## src/rtl/uart_pkg.sv

```systemverilog
// Shared UART constants: default FIFO geometry and RX status-register bit positions.
package uart_pkg;

  localparam int UART_DATA_W        = 8;
  localparam int UART_RX_FIFO_DEPTH = 16;

  typedef enum int unsigned {
    STAT_EMPTY_BIT  = 0,
    STAT_FULL_BIT   = 1,
    STAT_OVF_BIT    = 2,
    STAT_THRESH_BIT = 3
  } uart_rx_stat_bit_e;

endpackage

```

## src/rtl/uart_fifo_mem.sv

```systemverilog
// DEPTH x DATA_W storage: synchronous write port, asynchronous read port, no reset.
module uart_fifo_mem
  import uart_pkg::*;
#(
  parameter int DATA_W = UART_DATA_W,
  parameter int DEPTH  = UART_RX_FIFO_DEPTH,
  parameter int ADDR_W = $clog2(DEPTH)
) (
  input  logic              clk_i,
  input  logic              wr_en,
  input  logic [ADDR_W-1:0] wr_addr,
  input  logic [DATA_W-1:0] wr_data,
  input  logic [ADDR_W-1:0] rd_addr,
  output logic [DATA_W-1:0] rd_data
);

  logic [DATA_W-1:0] mem [DEPTH];

  always_ff @(posedge clk_i) begin
    if (wr_en) begin
      mem[wr_addr] <= wr_data;
    end
  end

  assign rd_data = mem[rd_addr];

endmodule

```

## src/rtl/uart_rx_fifo.sv

```systemverilog
// UART RX FWFT FIFO with sticky overflow; writes while full (no same-cycle pop) are dropped.
// Optional registered level flag enabled by UART_RX_FIFO_THRESH_EN.
module uart_rx_fifo
  import uart_pkg::*;
#(
  parameter int DATA_W = UART_DATA_W,
  parameter int DEPTH  = UART_RX_FIFO_DEPTH,
  parameter int ADDR_W = $clog2(DEPTH)
) (
  input  logic              clk_i,
  input  logic              rstn_i,
  input  logic              wr_en_i,
  input  logic [DATA_W-1:0] wr_data_i,
  input  logic              rd_en_i,
  input  logic              flush_i,
  input  logic              ovf_clr_i,
  input  logic [ADDR_W:0]   thresh_i,
  output logic [DATA_W-1:0] rd_data_o,
  output logic              full_o,
  output logic              empty_o,
  output logic [ADDR_W:0]   count_o,
  output logic              ovf_o,
  output logic              thresh_o
);

  localparam logic [ADDR_W:0] FULL_CNT = (ADDR_W+1)'(DEPTH);
  localparam logic [ADDR_W:0] PTR_ONE  = (ADDR_W+1)'(1);

  logic [ADDR_W:0]   wptr;
  logic [ADDR_W:0]   rptr;
  logic [ADDR_W:0]   count;
  logic              full;
  logic              empty;
  logic              wr_acc;
  logic              rd_acc;
  logic              ovf_set;
  logic              ovf;
  logic [DATA_W-1:0] head;

  // Pointers carry one extra wrap bit so full and empty are distinguishable.
  assign count = wptr - rptr;
  assign full  = (count == FULL_CNT);
  assign empty = (count == '0);

  // A pop frees the slot being written, so a full FIFO still takes a write alongside it.
  assign wr_acc  = wr_en_i && (!full || rd_en_i);
  assign rd_acc  = rd_en_i && !empty;
  assign ovf_set = wr_en_i && full && !rd_en_i;

  always_ff @(posedge clk_i or negedge rstn_i) begin
    if (!rstn_i) begin
      wptr <= '0;
      rptr <= '0;
      ovf  <= 1'b0;
    end else if (flush_i) begin
      wptr <= '0;
      rptr <= '0;
      ovf  <= 1'b0;
    end else begin
      if (wr_acc) begin
        wptr <= wptr + PTR_ONE;
      end
      if (rd_acc) begin
        rptr <= rptr + PTR_ONE;
      end
      if (ovf_set) begin
        ovf <= 1'b1;
      end else if (ovf_clr_i) begin
        ovf <= 1'b0;
      end
    end
  end

  uart_fifo_mem #(
    .DATA_W (DATA_W),
    .DEPTH  (DEPTH),
    .ADDR_W (ADDR_W)
  ) u_mem (
    .clk_i   (clk_i),
    .wr_en   (wr_acc && !flush_i),
    .wr_addr (wptr[ADDR_W-1:0]),
    .wr_data (wr_data_i),
    .rd_addr (rptr[ADDR_W-1:0]),
    .rd_data (head)
  );

  assign rd_data_o = empty ? '0 : head;
  assign full_o    = full;
  assign empty_o   = empty;
  assign count_o   = count;
  assign ovf_o     = ovf;

`ifdef UART_RX_FIFO_THRESH_EN
  logic thresh_q;

  // Registered from the current level, so it trails count_o by one cycle.
  always_ff @(posedge clk_i or negedge rstn_i) begin
    if (!rstn_i) begin
      thresh_q <= 1'b0;
    end else if (flush_i) begin
      thresh_q <= 1'b0;
    end else begin
      thresh_q <= (thresh_i != '0) && (count >= thresh_i);
    end
  end

  assign thresh_o = thresh_q;
`else
  logic thresh_unused;

  assign thresh_unused = ^thresh_i;
  assign thresh_o      = 1'b0;
`endif

endmodule

```

## config.mk

```make
export PLATFORM = sky130hd
export DESIGN_NAME = uart_rx_fifo
export DESIGN_NICKNAME = d
export VERILOG_FILES = /design/src/rtl/uart_pkg.sv /design/src/rtl/uart_fifo_mem.sv /design/src/rtl/uart_rx_fifo.sv
export SDC_FILE = /design/constraint.sdc
export NUM_CORES = 1
export LEC_CHECK = 0
export CAP_MARGIN = 30
export CORE_MARGIN = 4
export CORE_UTILIZATION = 25
export DETAILED_ROUTE_END_ITERATION = 6
export HOLD_SLACK_MARGIN = 0.03
export SYNTH_ARGS = -nofsm -noshare
export SYNTH_HDL_FRONTEND = slang
export SYNTH_SLANG_ARGS = --single-unit
export TNS_END_PERCENT = 5
```

## constraint.sdc

```tcl
create_clock -name clk_i -period 5.9 [get_ports clk_i]
set_clock_uncertainty 0.1 [all_clocks]
set_input_delay 0.59 -clock clk_i [delete_from_list [all_inputs] [get_ports clk_i]]
set_output_delay 0.59 -clock clk_i [all_outputs]
set_load 0.005 [all_outputs]
```

Word-level counts from Yosys, hierarchy flattened --
Memory sizes are Yosys's and may differ from the RTL's. Index checks and enable logic that the tools add are counted.
Storage, ports and cells: output and inout bits 17, word-level logic and storage cells 32, RAM bits 128, bits in registers 11, memories kept 1, bits of input ports 19
Operators by class: eq/ne operators 1, mux-type cells 10, add/sub/neg operators 3, reduce and logical (&&, ||, !) cells 14
Memories:
- u_mem.mem | words 16, bits a word 8, read ports 1, clocked after memory_dff 0, write ports 1, RTL line uart_fifo_mem.sv:17 | logic [DATA_W-1:0] mem [DEPTH];
Operator list (number):
- 5-bit two-way mux | 4
- 5-bit by 1-bit adder with 5-bit output (second input constant) | 2
- 8-bit two-way mux | 1
- 5-bit equality test (second input constant) | 1
- 1-bit logical AND | 5
- 5-bit zero test | 1
- 1-bit two-way mux | 5
- 5-bit subtractor | 1
- 1-bit zero test | 4
- 2-bit nonzero test | 2
- 3-bit nonzero test | 1
- 1-bit logical OR | 1

Longest topological paths before layout --
depth after elaboration 8, mapped depth 10, gate-level depth less buffers 9

Hierarchy --
Synthesis repeated with hierarchy kept, for this count alone.
Second synthesis, totals: cells, all modules 319, area, all modules 5866.9 sq um
Modules (own cells, without submodules):
- uart_fifo_mem | cells each 221, area an instance 4987.3 sq um, times used 1, sequential area each 3843.7 sq um
- uart_rx_fifo | cells each 98, area an instance 879.6 sq um, times used 1, sequential area each 275.3 sq um

Worst setup path after synthesis --
OpenSTA, ideal clock, no wires.
kind reg2reg, from register rptr[1], to memory u_mem.mem[7][0] (netlist name) (enable), cell stages (with the launch flop) 10, arrival 3023 ps, setup time 383 ps, clock period less this slack 3507 ps, data required time 5417 ps, buffers on the path 2, slack 2393 ps, cell sequence dfrtp_1 -> buf_2 -> buf_1 -> inv_1 -> fa_1 -> xor2_1 -> a211o_1 -> a2111oi_4 -> or3b_1 -> nor3_1
On the way: word-level cells in the longest chain between the ends 8
Ends and longest elaborated chain:
- start, declared | RTL line uart_rx_fifo.sv:30 | logic [ADDR_W:0] rptr;
- start signal, assigned | RTL line uart_rx_fifo.sv:64 | rptr <= rptr + PTR_ONE;
- 5-bit subtractor | RTL line uart_rx_fifo.sv:41 | assign count = wptr - rptr;
- named net count_o[2] | RTL line uart_rx_fifo.sv:21 | output logic [ADDR_W:0] count_o,
- 5-bit equality test | RTL line uart_rx_fifo.sv:42 | assign full = (count == FULL_CNT);
- 1-bit zero test | RTL line uart_rx_fifo.sv:46 | assign wr_acc = wr_en_i && (!full || rd_en_i);
- 1-bit logical OR | RTL line uart_rx_fifo.sv:46
- 1-bit logical AND | RTL line uart_rx_fifo.sv:46
- 1-bit logical AND | RTL line uart_rx_fifo.sv:80 | .wr_en (wr_acc && !flush_i),
- 1-bit two-way mux | RTL line uart_fifo_mem.sv:20 | if (wr_en) begin
- 1-bit two-way mux (not written as such) | RTL line uart_fifo_mem.sv:21 | mem[wr_addr] <= wr_data;
- end, declared | RTL line uart_fifo_mem.sv:17
The timed path passes the listed nets, and every way through them passes these cells.

Worst setup path after layout --
from register rptr[2], to output empty_o
On the way: word-level cells in the longest chain between the ends 2
Ends and longest elaborated chain:
- 5-bit subtractor | RTL line uart_rx_fifo.sv:41
- 5-bit zero test | RTL line uart_rx_fifo.sv:43 | assign empty = (count == '0);
- end, declared | RTL line uart_rx_fifo.sv:20 | output logic empty_o,
No other way between the ends.

==> impl_metrics.tcl <==
set metrics [dict create \
    cp_data_required_time_ns 5.21 \
    pwr_density_cell_mw_per_mm2 424 \
    dpl_cell_area_mm2 0.00650 \
    maxCapViolCount 0 \
    max_freq_ghz 0.243 \
    final_common_cell "edfxtp_1" \
    num_rows 55 \
    cts_htree_levels 4 \
    clkSinkCount 139 \
    grt_max_degree 37 \
    synth_fp_nets 337 \
    synth_flop_cell "edfxtp_1" \
    design.die.area_mm2 0.0260 \
    clock_latency_ns 0.41 \
    async_flop_share 0.0791 \
    start_kind "flop" \
    min_period_over_period 0.697 \
    wire_per_inst_um 17.0 \
    grt_pass1_wl_um 17900 \
    cts_inserted_buffers 17 \
    hold_buffers 0 \
    yosysTopAreaCell "edfxtp_1" \
    antenna_found_initial 0 \
    area_growth_pct 21.2 \
    final_cell_area_mm2 0.00713 \
    hold_violations 0 \
    clk_pin_slew_ns 0.06 \
    cts_resized 0 \
    drt_pass1_iterations 4 \
    ys_seq_area_frac 0.700 \
    io_buffers 29 \
    vias_per_cell 4.31 \
    critPathMaxFanout 16 \
    first_global_vias 3081 \
    synth_edf_count 128 \
    routed_wl_um 11400 \
    finalSetupTns_ns 0 \
    outcome "finished clean" \
    post-cts-setup-buffers 0 \
    final_antenna_net_count 0 \
    slew_violations 0 \
    post-route-min-period_ns 4.11 \
    die-width_um 161 \
    drive_gt1_frac 0.235 \
    drt_iter0_markers 245 \
    drc 0 \
    grt_overflow_total 0 \
    tightest_slew_ns 0.946 \
    rsz0062_at_grt "no" \
    die_h_um 161 \
    fin_nets 373 \
    yosys_warnings 0 \
    synth_top_cell_area_share 0.654 \
    grt_use_total 0.0917 \
    synth.area.top_cells "edfxtp_1 (65%), mux4_2 (15%), dfrtp_1 (4.7%)" \
    cp-end-kind "output pin" \
    path_class "flop to output pin" \
    cts_root_buffer "clkbuf_16" \
    syn_inst 308 \
    mostFrequentLayoutCells "edfxtp_1 (128), mux4_2 (40), clkdlybuf4s50_1 (29)" \
    num-fill-cells 2175 \
    cts_tree "built" \
    slew-limit-headroom 0.367 \
    routabilityCongestion 0.739 \
    synth_area_mm2 0.00588 \
    peakVddDrop_v 0.000209 \
    core_region_area_mm2 0.0229 \
    worst_ep_arrival_time_ns 3.42 \
    dp_hpwl_um 7370 \
    ios 36 \
    initial_utilization 0.257 \
    hold_class "primary input to asynchronous set/reset pin" \
    antennaDiodeCount 0 \
    ys_ff_latch 139 \
    setup_viol 0 \
    max-clock-path-buffers 2 \
    yosysUniqueCellTypes 40 \
    p_leak_nw 2.23 \
    syn_avg_cell_area_um2 19.1 \
    dr_total_vias 2891 \
]
==> through the flow <==
step | utilization | cells | power (mW) | hold slack [ns] | worst slack [ns]
after floorplan | - | 308 | 1.65 | 0.194 | 2.39
after global placement | 0.284 | 637 | 1.95 | 0.466 | 2.20
after detailed placement | 0.284 | 637 | 1.96 | 0.475 | 2.13
after CTS | 0.311 | 669 | 3.07 | 0.445 | 1.67
after global routing | 0.311 | 670 | 3.16 | 0.488 | 1.50
final | 0.311 | 670 | 3.02 | 0.427 | 1.79
==> power by group <==
| group | switching, mW | internal, mW | total (mW) | leakage [nW] |
|---|---|---|---|---|
| registers | 0.0117 | 1.10 | 1.11 | 1.30 |
| clock network | 0.401 | 0.709 | 1.11 | 0.304 |
| logic | 0.362 | 0.441 | 0.803 | 0.623 |
| total | 0.776 | 2.25 | 3.02 | 2.23 |
==> worst max-delay path: stages (launching register included) <==
cell and delay, ns:
dfrtp_1 0.73, inv_1 0.11, ha_1 0.37, xor2_1 0.21, a211o_1 0.36, a2bb2oi_2 0.60, clkdlybuf4s50_1 0.63
==> registers in the layout, indices dropped and copies added (netlist names) <==
register   count
ovf_o          1
rptr           5
u_mem.mem    128
wptr           5
==> cell usage after synthesis (3+ instances only) <==
master	n
edfxtp_1	128
mux4_2	40
nor2_1	14
a21oi_1	12
dfrtp_1	11
nor2b_1	11
ha_1	9
inv_1	8
clkbuf_1	6
or3_1	6
buf_6	5
nand2_1	5
nand3_1	5
nor3_1	4
o21ai_1	4
nand2b_1	3
nand3b_1	3
nand4_1	3
xor2_1	3
==> metal layers <==
layer	share of wire	vias to the layer above	track usage
met5	0	-	0
met4	0.0072	0	0.0326
met3	0.044	6	0.0242
met2	0.51	60	0.151
met1	0.43	1504	0.117
li1	-	1321	-
==> cell type report <==
type                       instances  area [um^2]  share of cell area
clock buffer                      18          429              0.0602
clock inverter                    14          194              0.0272
inverter                           9         33.8             0.00474
multi-input combinational        144         1640               0.230
sequential                       139         4120               0.578
tap                              313          392              0.0549
timing repair buffer              33          320              0.0449
==> cells by family (layout without fill, tap and decap cells) <==
logic type      count (synthesis)  after routing  share of synthesized area
compound gates                 24             24                     0.0279
other cells                     1              1                   0.000638
fa+ha+maj                      10             10                     0.0226
flops                         139            139                      0.700
simple gates                   64             64                     0.0638
buf+inv                        25             74                     0.0234
xor+xnor                        3              3                    0.00447
mux                            42             42                      0.157
==> final timing paths <==
| check | from | to | slack [ns] | cells past startpoint |
|---|---|---|---|---|
| setup / recovery | rptr[2] | empty_o | 1.79 | 6 |
| hold / removal | rstn_i | rptr[3] | 0.43 | 1 |
| hold reg to reg | wptr[4] | wptr[4] | 0.48 | 2 |
| min in group clk_i | wptr[4] | wptr[4] | 0.48 | 2 |
| max in group asynchronous | rstn_i | rptr[0] | 4.89 | 1 |
| setup reg to reg | rptr[2] | u_mem.mem[13][1] | 2.30 | 7 |
Power figures use the tool's default switching activity.
